==> config.mk <==
export PLATFORM = sky130hd
export DESIGN_NAME = rom_stream_reader_flat
export DESIGN_NICKNAME = d
export VERILOG_FILES = /design/src/rtl/rom_stream_reader_if.sv /design/src/rtl/rom_stream_reader.sv /design/src/flat_wrapper.sv
export SDC_FILE = /design/constraint.sdc
export NUM_CORES = 1
export LEC_CHECK = 0
export CAP_MARGIN = 20
export CORE_UTILIZATION = 35
export DETAILED_ROUTE_END_ITERATION = 10
export DONT_BUFFER_PORTS = 1
export PLACE_DENSITY_LB_ADDON = 0.25
export SLEW_MARGIN = 40
export SYNTH_ARGS = -nofsm -noshare
export SYNTH_HDL_FRONTEND = slang
export SYNTH_SLANG_ARGS = --single-unit
==> constraint.sdc <==
create_clock -name clk_i -period 8.15 [get_ports clk_i]
set_input_delay 1.63 -clock clk_i [delete_from_list [all_inputs] [get_ports clk_i]]
set_output_delay 1.63 -clock clk_i [all_outputs]
set_load 0.005 [all_outputs]
==> src/rtl/rom_stream_reader_if.sv <==
// Valid/ready word stream between the ROM reader and the layer datapath.
// The last tag exists only when ROM_STREAM_READER_LAST_EN is defined.
interface rom_stream_reader_if #(
    parameter int WORD_SIZE = 8
);
    logic [WORD_SIZE-1:0] data;
    logic                 valid;
    logic                 ready;
`ifdef ROM_STREAM_READER_LAST_EN
    logic                 last;
`endif

    modport master (
        output data,
        output valid,
`ifdef ROM_STREAM_READER_LAST_EN
        output last,
`endif
        input  ready
    );

    modport slave (
        input  data,
        input  valid,
`ifdef ROM_STREAM_READER_LAST_EN
        input  last,
`endif
        output ready
    );
endinterface

==> src/rtl/rom_stream_reader.sv <==
// Sweeps a 1-cycle-latency ROM and streams its words through a 2-entry skid FIFO.
// Optional last-word tag on the stream: define ROM_STREAM_READER_LAST_EN.
module rom_stream_reader #(
    parameter int ADDR_WIDTH = 3,
    parameter int WORD_SIZE  = 8,
    parameter int NUM_WORDS  = 2 ** ADDR_WIDTH
) (
    input  logic                  clk_i,
    input  logic                  reset_i,
    input  logic                  start_i,
    output logic                  busy_o,
    output logic                  done_o,
    output logic [ADDR_WIDTH-1:0] rom_addr_o,
    input  logic [WORD_SIZE-1:0]  rom_data_i,
    rom_stream_reader_if.master   stream_o
);

    localparam int CNT_W = ADDR_WIDTH + 1;
    localparam logic [CNT_W-1:0] NUM_CNT  = CNT_W'(NUM_WORDS);
    localparam logic [CNT_W-1:0] LAST_IDX = CNT_W'(NUM_WORDS - 1);

    typedef enum logic [1:0] {
        S_IDLE,
        S_RUN,
        S_DONE
    } state_e;

    state_e               state_q, state_d;
    logic [CNT_W-1:0]     iss_q, iss_d;
    logic [CNT_W-1:0]     acc_q, acc_d;
    logic                 infl_q, infl_d;
    logic [1:0]           cnt_q, cnt_d;
    logic                 wr_q, wr_d;
    logic                 rd_q, rd_d;
    logic [WORD_SIZE-1:0] mem_q [2];
`ifdef ROM_STREAM_READER_LAST_EN
    logic                 tag_q [2];
    logic                 tag_in;
`endif

    logic       issue;
    logic       push;
    logic       pop;
    logic [2:0] occ;

    always_comb begin
        state_d = state_q;
        iss_d   = iss_q;
        acc_d   = acc_q;
        issue   = 1'b0;
        push    = infl_q;
        pop     = (cnt_q != 2'd0) && stream_o.ready;
        // occupancy seen by the next cycle if nothing new is issued
        occ     = {1'b0, cnt_q} + {2'b00, infl_q} - {2'b00, pop};

        unique case (state_q)
            S_IDLE: begin
                if (start_i) begin
                    state_d = S_RUN;
                    iss_d   = '0;
                    acc_d   = '0;
                end
            end
            S_RUN: begin
                issue = (iss_q < NUM_CNT) && (occ < 3'd2);
                if (issue) begin
                    iss_d = iss_q + CNT_W'(1);
                end
                if (pop) begin
                    acc_d = acc_q + CNT_W'(1);
                    if (acc_q == LAST_IDX) begin
                        state_d = S_DONE;
                    end
                end
            end
            S_DONE: begin
                state_d = S_IDLE;
            end
            default: begin
                state_d = S_IDLE;
            end
        endcase

        infl_d = issue;
        cnt_d  = cnt_q + {1'b0, push} - {1'b0, pop};
        wr_d   = wr_q ^ push;
        rd_d   = rd_q ^ pop;
    end

`ifdef ROM_STREAM_READER_LAST_EN
    // the word being captured was issued last cycle, so iss_q is its index + 1
    assign tag_in = (iss_q == NUM_CNT);
`endif

    always_ff @(posedge clk_i) begin
        if (!reset_i) begin
            state_q  <= S_IDLE;
            iss_q    <= '0;
            acc_q    <= '0;
            infl_q   <= 1'b0;
            cnt_q    <= 2'd0;
            wr_q     <= 1'b0;
            rd_q     <= 1'b0;
            mem_q[0] <= '0;
            mem_q[1] <= '0;
`ifdef ROM_STREAM_READER_LAST_EN
            tag_q[0] <= 1'b0;
            tag_q[1] <= 1'b0;
`endif
        end else begin
            state_q <= state_d;
            iss_q   <= iss_d;
            acc_q   <= acc_d;
            infl_q  <= infl_d;
            cnt_q   <= cnt_d;
            wr_q    <= wr_d;
            rd_q    <= rd_d;
            if (push) begin
                mem_q[wr_q] <= rom_data_i;
`ifdef ROM_STREAM_READER_LAST_EN
                tag_q[wr_q] <= tag_in;
`endif
            end
        end
    end

    assign busy_o         = (state_q == S_RUN);
    assign done_o         = (state_q == S_DONE);
    assign rom_addr_o     = iss_q[ADDR_WIDTH-1:0];
    assign stream_o.valid = (cnt_q != 2'd0);
    assign stream_o.data  = mem_q[rd_q];
`ifdef ROM_STREAM_READER_LAST_EN
    assign stream_o.last  = (cnt_q != 2'd0) && tag_q[rd_q];
`endif

endmodule

==> src/flat_wrapper.sv <==
// flat-port wrapper written by rule: the top's interface ports become plain ports
module rom_stream_reader_flat 
#(
    parameter int ADDR_WIDTH = 3,
    parameter int WORD_SIZE  = 8,
    parameter int NUM_WORDS  = 2 ** ADDR_WIDTH
)
  (clk_i, reset_i, start_i, busy_o, done_o, rom_addr_o, rom_data_i, stream_o_data, stream_o_valid, stream_o_ready);
  rom_stream_reader_if #(.WORD_SIZE(WORD_SIZE)) stream_o_i ();
  input  logic clk_i;
  input  logic reset_i;
  input  logic start_i;
  output logic busy_o;
  output logic done_o;
  output logic [ADDR_WIDTH-1:0] rom_addr_o;
  input  logic [WORD_SIZE-1:0] rom_data_i;
  output wire logic [$bits(stream_o_i.data)-1:0] stream_o_data;
  output wire logic [$bits(stream_o_i.valid)-1:0] stream_o_valid;
  input wire logic [$bits(stream_o_i.ready)-1:0] stream_o_ready;
  assign stream_o_data = stream_o_i.data;
  assign stream_o_valid = stream_o_i.valid;
  assign stream_o_i.ready = stream_o_ready;
  rom_stream_reader #(.ADDR_WIDTH(ADDR_WIDTH), .WORD_SIZE(WORD_SIZE), .NUM_WORDS(NUM_WORDS)) u_core (.clk_i(clk_i), .reset_i(reset_i), .start_i(start_i), .busy_o(busy_o), .done_o(done_o), .rom_addr_o(rom_addr_o), .rom_data_i(rom_data_i), .stream_o(stream_o_i));
endmodule
; ---- Yosys cells after proc, flatten, opt, wreduce, memory -nomap -nowiden
; Memory sizes are Yosys's and may differ from the RTL's. A register that Yosys moved wholly into a read port is not among the register bits.
; Index checks and enable logic that the tools add are counted.
[op_classes]
n_addsub = 6
n_lt_le_gt_ge = 2
eq_ne = 7
n_mux = 17
n_bitwise = 2
reduce_logical = 10
[op_table]
columns = op, n
row1 = 4-bit one-hot mux with 2 select lines, 2
row2 = 4-bit two-way mux, 3
row3 = 3-bit AND reduction, 3
row4 = 4-bit by 1-bit adder with 4-bit output (second input constant), 2
row5 = 8-bit two-way mux, 1
row6 = 8-bit OR reduction, 1
row7 = 1-bit two-way mux, 7
row8 = 2-bit two-way mux, 3
row9 = 2-bit by 1-bit != test with 1-bit output (second input constant), 3
row10 = 4-bit by 3-bit equality test with 1-bit output (second input constant), 1
row11 = 4-bit < comparator (second input constant), 1
row12 = 2-bit one-hot mux with 2 select lines, 1
row13 = 2-bit nonzero test, 2
row14 = 2-bit by 1-bit adder with 3-bit output, 1
row15 = 3-bit by 2-bit < comparator with 1-bit output (second input constant), 1
row16 = 3-bit by 1-bit subtractor with 3-bit output, 1
row17 = 2-bit by 1-bit adder with 2-bit output, 1
row18 = 2-bit by 1-bit equality test with 1-bit output (second input constant), 1
row19 = 2-bit equality test (second input constant), 1
row20 = 1-bit logical AND, 2
row21 = 2-bit zero test, 1
row22 = 2-bit != test (second input constant), 1
row23 = 2-bit AND reduction, 1
row24 = 2-bit by 1-bit subtractor with 2-bit output, 1
row25 = 1-bit XOR, 2
[word_totals]
reg_bits = 15
ram_bits = 16
inputBits = 12
out_inout_bits = 14
word_cells = 52
mem_count = 1
[mem_list]
columns = name, words, width, read_ports, rd_clocked_by_memory_dff, wr, line_no
row1 = u_core.mem_q, 2, 8, 1, 1, 2, rom_stream_reader.sv:35  ; logic [WORD_SIZE-1:0] mem_q [2];

; ---- Logic depth before layout (Yosys ltp)
; Gate-level depths: netlist of run 1.
[depth]
word_depth = 7
ltp_mapped = 9
ltp_nobuf = 8

; ---- Worst setup path before layout of run 1
; No wires, ideal clock.
[synth_timing]
kind = input to register
from = input stream_o_ready
to = register u_core.iss_q[2]
setup_ns = 0.095
t_arrival_ns = 3.716
required_ns = 8.055
path_slack_ns = 4.339
path_stages = 9
n_path_buf = 1
cell_sequence = o21ai_0 nand2_1 nand2_1 ha_1 fa_1 or4b_1 buf_2 or4_1 o311ai_1
[synth_via]
elab_chain_cells = 6
[synth_lines]
columns = element, line_no
row1 = from (decl), flat_wrapper.sv:19  ; input wire logic [$bits(stream_o_i.ready)-1:0] stream_o_ready;
row2 = 1-bit logical AND, rom_stream_reader.sv:52  ; pop = (cnt_q != 2'd0) && stream_o.ready;
row3 = 3-bit by 1-bit subtractor with 3-bit output, rom_stream_reader.sv:54  ; occ = {1'b0, cnt_q} + {2'b00, infl_q} - {2'b00, pop};
row4 = 3-bit by 2-bit < comparator with 1-bit output, rom_stream_reader.sv:65  ; issue = (iss_q < NUM_CNT) && (occ < 3'd2);
row5 = 1-bit logical AND, rom_stream_reader.sv:65
row6 = 2-bit by 1-bit != test with 1-bit output (no source line), n/a
row7 = 3-bit AND reduction (no source line), n/a
row8 = to (signal assigned), rom_stream_reader.sv:112  ; iss_q <= iss_d;
row9 = to (decl), rom_stream_reader.sv:29  ; logic [CNT_W-1:0] iss_q, iss_d;
; No other way between the ends.
; A chain may end at the register's enable or synchronous reset.

; ---- Final worst setup path of run 1
; Ends and elaborated chain as after synthesis.

==> results of run 1 <==
[cell families (layout without fill, tap and decap cells)]
family                   count (synthesis)  count (layout)  synth area share [%]
adder cells (fa/ha/maj)                  4               4                 3.765
AO/OA/AOI/OAI                           16              16                 7.119
XOR/XNOR                                 4               4                 2.292
AND/OR/NAND/NOR                         56              56                 22.42
multiplexers                            12              12                 8.511
buffers and inverters                   11              11                 3.518
flip-flops                              32              32                 52.37
[layout by cell type, fill, tap and decap left out, drive strengths merged, types with 2 or more instances in the layout]
cell     instances
dfxtp           16
a21boi           2
xor2             2
inv              3
and2b            2
o2111ai          2
nand4            2
o211ai           2
nand2            6
and2            21
clkbuf           7
ha               3
a21oi            3
nand3            6
edfxtp          16
nand2b           4
nand3b           5
mux2             8
xnor2            2
nor3b            2
o21ai            3
and3             2
mux2i            4
[final cells by class]
| cell class | count | area (um2) | area share [%] |
|---|---|---|---|
| flip-flops and latches | 32 | 800.8 | 48.71 |
| clock inverters | 1 | 3.754 | 0.2283 |
| well taps | 50 | 62.56 | 3.805 |
| inverters | 3 | 11.26 | 0.6849 |
| clock buffers | 7 | 86.33 | 5.251 |
| multi-input cells | 92 | 679.4 | 41.32 |
[critical path, delay by kind of cell]
kind / cells / cell delay (ns)
fa+ha+maj: 2 / 0.68
simple gates: 4 / 1.31
compound gates: 2 / 0.24
[metrics by stage]
step | cells | total power (uW) | hold WS, ns | utilization (%) | area, um2
after global placement | 177 | 283.7 | 0.4645 | 37.91 | 1549
after global routing | 185 | 430.9 | 0.5154 | 40.23 | 1644
after detailed placement | 177 | 286.5 | 0.4760 | 37.91 | 1549
after CTS | 185 | 411.3 | 0.4862 | 40.11 | 1639
final | 185 | 407.1 | 0.4827 | 40.23 | 1644
after floorplan | 135 | 271.6 | 0.4491 | - | 1529
[metal layers]
layer | part of all wire, % | up-vias | global-route usage, %
li1 | - | 479 | -
met1 | 41 | 470 | 15.53
met2 | 50 | 26 | 21.94
met3 | 7.7 | 6 | 6.333
met4 | 1.6 | 0 | 5.469
met5 | 0 | - | 0
[how the worst max path moves through the flow]
| stage | from | endpoint | slack (ns) | cells past startpoint |
|---|---|---|---|---|
| 3_5_place_dp | stream_o_ready | u_core.iss_q[2] | 4.20 | 8 |
| 5_1_grt | stream_o_ready | u_core.iss_q[2] | 4.33 | 8 |
| 6_report | stream_o_ready | u_core.iss_q[2] | 4.48 | 8 |
| 3_3_place_gp | stream_o_ready | u_core.iss_q[2] | 4.27 | 8 |
| 2_1_floorplan | stream_o_ready | u_core.iss_q[2] | 4.34 | 9 |
| 4_1_cts | stream_o_ready | u_core.iss_q[2] | 4.48 | 8 |
[flip-flops by register name (all words and copies together), names as in the netlist, named ones only]
signal	cells
u_core.iss_q	4
u_core.rd_q	1
u_core.infl_q	1
u_core.cnt_q	2
u_core.state_q	2
u_core.wr_q	1
u_core.acc_q	4
u_core.mem_q	16
[report_power, final]
group	internal, uW	total (uW)	switching [uW]
combinational	36.3	78.0	41.6
clock	67.6	123	55.8
sequential	189	206	16.6
==> results.py, run 1 <==
metrics = {
    "outcome": {
        "outcome": "completed",
    },
    "clock_tree": {
        "cts_buffers": 5,
        "cts_resized": 0,
        "postCtsSetupBuffers": 0,
        "clock-sinks": 32,
        "h-tree-depth": 2,
        "clock_latency_ns": 0.28,
        "cts_tree": "built",
        "clkTransAtPathRegs_ns": 0.06,
        "cts_buffer_depth": 2,
        "hold_buffers": 0,
        "root_buffer": "clkbuf_8",
    },
    "critical_path": {
        "path_cells": "o21ai_0, nand2_1, nand2_1, ha_1, fa_1, or4b_1, or4_1, o311ai_1",
        "reg2reg_from": "u_core.cnt_q[1]",
        "cp_data_arrival_time_ns": 3.85,
        "worst_path_max_delay_cell": "or4b_1",
        "worstPathRequired_ns": 8.33,
        "reg2reg_depth": 8,
        "endpoint_kind": "flip-flop",
        "r2r-end": "u_core.iss_q[2]",
        "critPathMostFrequentCell": "nand2_1",
        "critPathKind": "input pin to flip-flop",
        "ff2ff_setup_slack_ns": 5.26,
        "critical_path.max_stage_delay_ns": 0.60,
        "startpoint_type": "input pin",
        "cp_max_fo": 6,
    },
    "drt": {
        "drtIter0Drc": 52,
        "vias": 981,
        "antenna_left": 0,
        "drtPass1Iterations": 4,
        "drc": 0,
        "via_per_inst": 5.303,
        "wl_per_cell_um": 14.85,
        "drt_wl_total_mm": 2.748,
    },
    "synthesis": {
        "netlist.area_leader.share_pct": 31.42,
        "syn_area_mm2": 0.001529,
        "yosysMostFrequentCell": "and2_1",
        "synthCells": 135,
        "ys_types": 36,
        "synth-main-ff-cell": "edfxtp_1",
        "synth_top_area_cell": "edfxtp_1",
        "synth.net_count": 151,
        "synth-seq-cells": 32,
        "synth_top_cells_by_count": "21 x and2_1, 16 x dfxtp_1, 16 x edfxtp_1",
        "avgSynthCellArea_um2": 11.33,
        "netlist_top_cells_area": "edfxtp_1 31%, dfxtp_1 21%, and2_1 8.6%",
        "async_flop_share_pct": 0,
        "ys_seq_area_share_pct": 52.37,
        "synth-edff-count": 16,
        "ys_warn_count": 0,
    },
    "timing": {
        "period_needed_ns": 3.668,
        "worstMarginPinSlew_ns": 0.7354,
        "slew_headroom_pct": 50.64,
        "setup_viol": 0,
        "report.final.hold_viol_count": 0,
        "fin_crit_sh_pct": 45.01,
        "tns_ns": 0,
        "setup_slack_ns": 4.482,
        "max_freq_mhz": 272.6,
        "rsz0062_at_grt": "no",
        "drv_slew": 0,
        "skew_ns": 0.008684,
    },
    "job": {
        "drv_cap": 0,
    },
    "floorplanning": {
        "fp.dieArea_mm2": 0.004637,
        "start_util_pct": 37.42,
        "placementRows": 23,
        "die_h_um": 68.10,
        "ios": 26,
        "dieWidth_um": 68.10,
        "coreArea_mm2": 0.004086,
    },
    "finish": {
        "nFillCells": 407,
        "area_growth_syn_to_layout_pct": 7.529,
        "num_antenna_cells": 0,
        "layout.nets": 150,
        "drive_gt1_share_pct": 12.59,
    },
    "min_path": {
        "hold_end": "u_core.iss_q[3]",
        "hold_depth": 2,
        "hold_class": "flip-flop to flip-flop",
        "hp-start": "u_core.iss_q[3]",
    },
    "global_routing": {
        "grt_max_degree": 25,
        "overflow": 0,
        "gr-usage-all-layers_pct": 13.64,
        "grt_first_pass_wirelength_mm": 4.422,
        "grt_pass1_vias": 938,
        "antenna_found_initial": 0,
    },
    "placement": {
        "hpwl_mm": 1.974,
        "gp_congestion": 0.7966,
        "pre_cts_ws_ns": 4.197,
        "port_buffers": 0,
    },
    "power_and_ir_drop": {
        "cellPowerDensity_mw_per_mm2": 247.6,
        "ir_drop_mv": 0.07890,
        "power_leakage_uw": 0.0006052,
    },
}
No activity file was read; power rests on OpenSTA's default activity.
==> run 2: changes to the inputs <==
==> constraint.sdc (replaced) <==
create_clock -name clk_i -period 3.05 [get_ports clk_i]
set_input_delay 0.61 -clock clk_i [delete_from_list [all_inputs] [get_ports clk_i]]
set_output_delay 0.61 -clock clk_i [all_outputs]
set_load 0.005 [all_outputs]
==> run 2 against run 1 <==
Via count unchanged; register-to-register slack lost 5.0 ns; core utilization stayed put; critical path depth did not move; sequential cell count unchanged; sequential power increased to 2.7 times the previous value; cell area stayed put; first-iteration DRC count down 19%; largest cell class unchanged; highest routed layer unchanged.
==> results.py, run 2 (synthesis results as in run 1) <==
metrics = {
    "critical_path": {
        "path_cells": "or2_2, nand3_1, nand2_1, ha_1, fa_1, or4b_1, or4_1, o311ai_1",
        "cp_max_fo": 6,
        "reg2reg_depth": 8,
        "critical_path.max_stage_delay_ns": 0.51,
        "critPathKind": "flip-flop to flip-flop",
        "path_buf_inv": 0,
        "cp_data_arrival_time_ns": 2.97,
        "endpoint_kind": "flip-flop",
        "worst_path_max_delay_cell": "or4_1",
        "cp_num_cells": 8,
        "worstPathRequired_ns": 3.23,
        "startpoint_type": "flip-flop",
        "critPathTopFamily": "simple AND/OR/NAND/NOR gates",
    },
    "floorplanning": {
        "start_util_pct": 37.42,
        "dieWidth_um": 68.10,
        "placementRows": 23,
        "fp.dieArea_mm2": 0.004637,
        "die_h_um": 68.10,
        "coreArea_mm2": 0.004086,
        "ios": 26,
    },
    "drt": {
        "via_per_inst": 5.274,
        "wl_per_cell_um": 15.11,
        "drtPass1Iterations": 4,
        "antenna_left": 0,
        "drc": 0,
        "drt_wl_total_mm": 2.810,
        "vias": 981,
        "drtIter0Drc": 42,
    },
    "global_routing": {
        "gr-usage-all-layers_pct": 13.78,
        "antenna_found_initial": 0,
        "grt_first_pass_wirelength_mm": 4.533,
        "grt_pass1_vias": 993,
        "grt_max_degree": 25,
        "overflow": 0,
    },
    "power_and_ir_drop": {
        "power_leakage_uw": 0.0006091,
        "ir_drop_mv": 0.2796,
        "cellPowerDensity_mw_per_mm2": 645.5,
    },
    "timing": {
        "setup_slack_ns": 0.2565,
        "tns_ns": 0,
        "setup_viol": 0,
        "max_freq_mhz": 358.0,
        "period_needed_ns": 2.793,
        "drv_slew": 0,
        "slew_headroom_pct": 49.76,
        "fin_crit_sh_pct": 91.59,
        "report.final.hold_viol_count": 0,
        "rsz0062_at_grt": "no",
        "worstMarginPinSlew_ns": 0.7485,
        "hold_ws_ns": 0.4580,
        "skew_ns": 0.004890,
    },
    "finish": {
        "layout.cells.most_common_list": "21 x and2_1, 16 x dfxtp_1, 16 x edfxtp_1",
        "mostFrequentLayoutCell": "and2_1",
        "reg.largest.list": "u_core.mem_q x16, u_core.acc_q x4, u_core.iss_q x4",
        "area_growth_syn_to_layout_pct": 7.529,
        "top_register": "u_core.mem_q",
        "drive_gt1_share_pct": 13.97,
        "layout.nets": 151,
        "num_antenna_cells": 0,
        "final_cell_area_mm2": 0.001644,
        "final_util_pct": 40.23,
        "largest_register_ffs": 16,
    },
    "clock_tree": {
        "clkTransAtPathRegs_ns": 0.06,
        "clock_latency_ns": 0.27,
        "cts_buffer_depth": 2,
        "cts_resized": 0,
        "clock-sinks": 32,
        "hold_buffers": 0,
        "postCtsSetupBuffers": 0,
        "cts_buffers": 5,
        "h-tree-depth": 2,
        "cts_tree": "built",
        "root_buffer": "clkbuf_8",
    },
    "placement": {
        "gp_congestion": 0.7568,
        "pre_cts_ws_ns": 0.2208,
        "hpwl_mm": 2.019,
        "port_buffers": 0,
        "place_area_mm2": 0.001556,
    },
    "job": {
        "drv_cap": 0,
    },
    "min_path": {
        "hold_class": "input pin to flip-flop",
        "hold_depth": 1,
    },
    "outcome": {
        "outcome": "completed",
    },
}
[run 2: cell count changes in the layout (fill, tap and decap cells not counted)]
cell,before,now
clkinv_2,0,2
buf_4,0,1
clkbuf_1,1,0
clkbuf_8,6,5
[run 2: report_power, final]
group          switching, uW  internal (uW)
logic                    112            100
registers               43.7            505
clock network            146            154
[run 2: worst paths after layout]
kind / slack [ns] / startpoint / end
max: 0.26 / u_core.cnt_q[1] / u_core.iss_q[2]
min: 0.46 / reset_i / u_core.cnt_q[0]
max reg2reg: 0.26 / u_core.cnt_q[1] / u_core.iss_q[2]
min reg2reg: 0.48 / u_core.acc_q[3] / u_core.acc_q[3]
[run 2: worst register-to-register path: stages, from the launching register on]
cell and delay [ns]:
dfxtp_1 0.37, or2_2 0.34, nand3_1 0.13, nand2_1 0.07, ha_1 0.19, fa_1 0.49, or4b_1 0.50, or4_1 0.51
o311ai_1 0.08
[run 2: area by class of cell]
class                           instances  area, um2
Fill cell                             412       2442
Sequential cell                        32      800.8
Multi-Input combinational cell         92      679.4
Clock buffer                            5      68.82
Tap cell                               50      62.56
Clock inverter                          3      13.76
Inverter                                3      11.26
Timing Repair Buffer                    1      7.507
[run 2: through the flow]
stage               power (uW)  std cells
global placement         763.7        178
floorplan                725.7        135
detailed placement       770.1        178
finish                    1061        186
CTS                       1079        186
global route              1129        186
[run 2: per-layer routing]
metal  track usage, %  wire [um]  vias up
li1                 -          -      478
met1            14.01       1121      472
met2            24.75       1467       27
met3            6.333        199        4
met4            4.427         21        0
met5                0          0        -
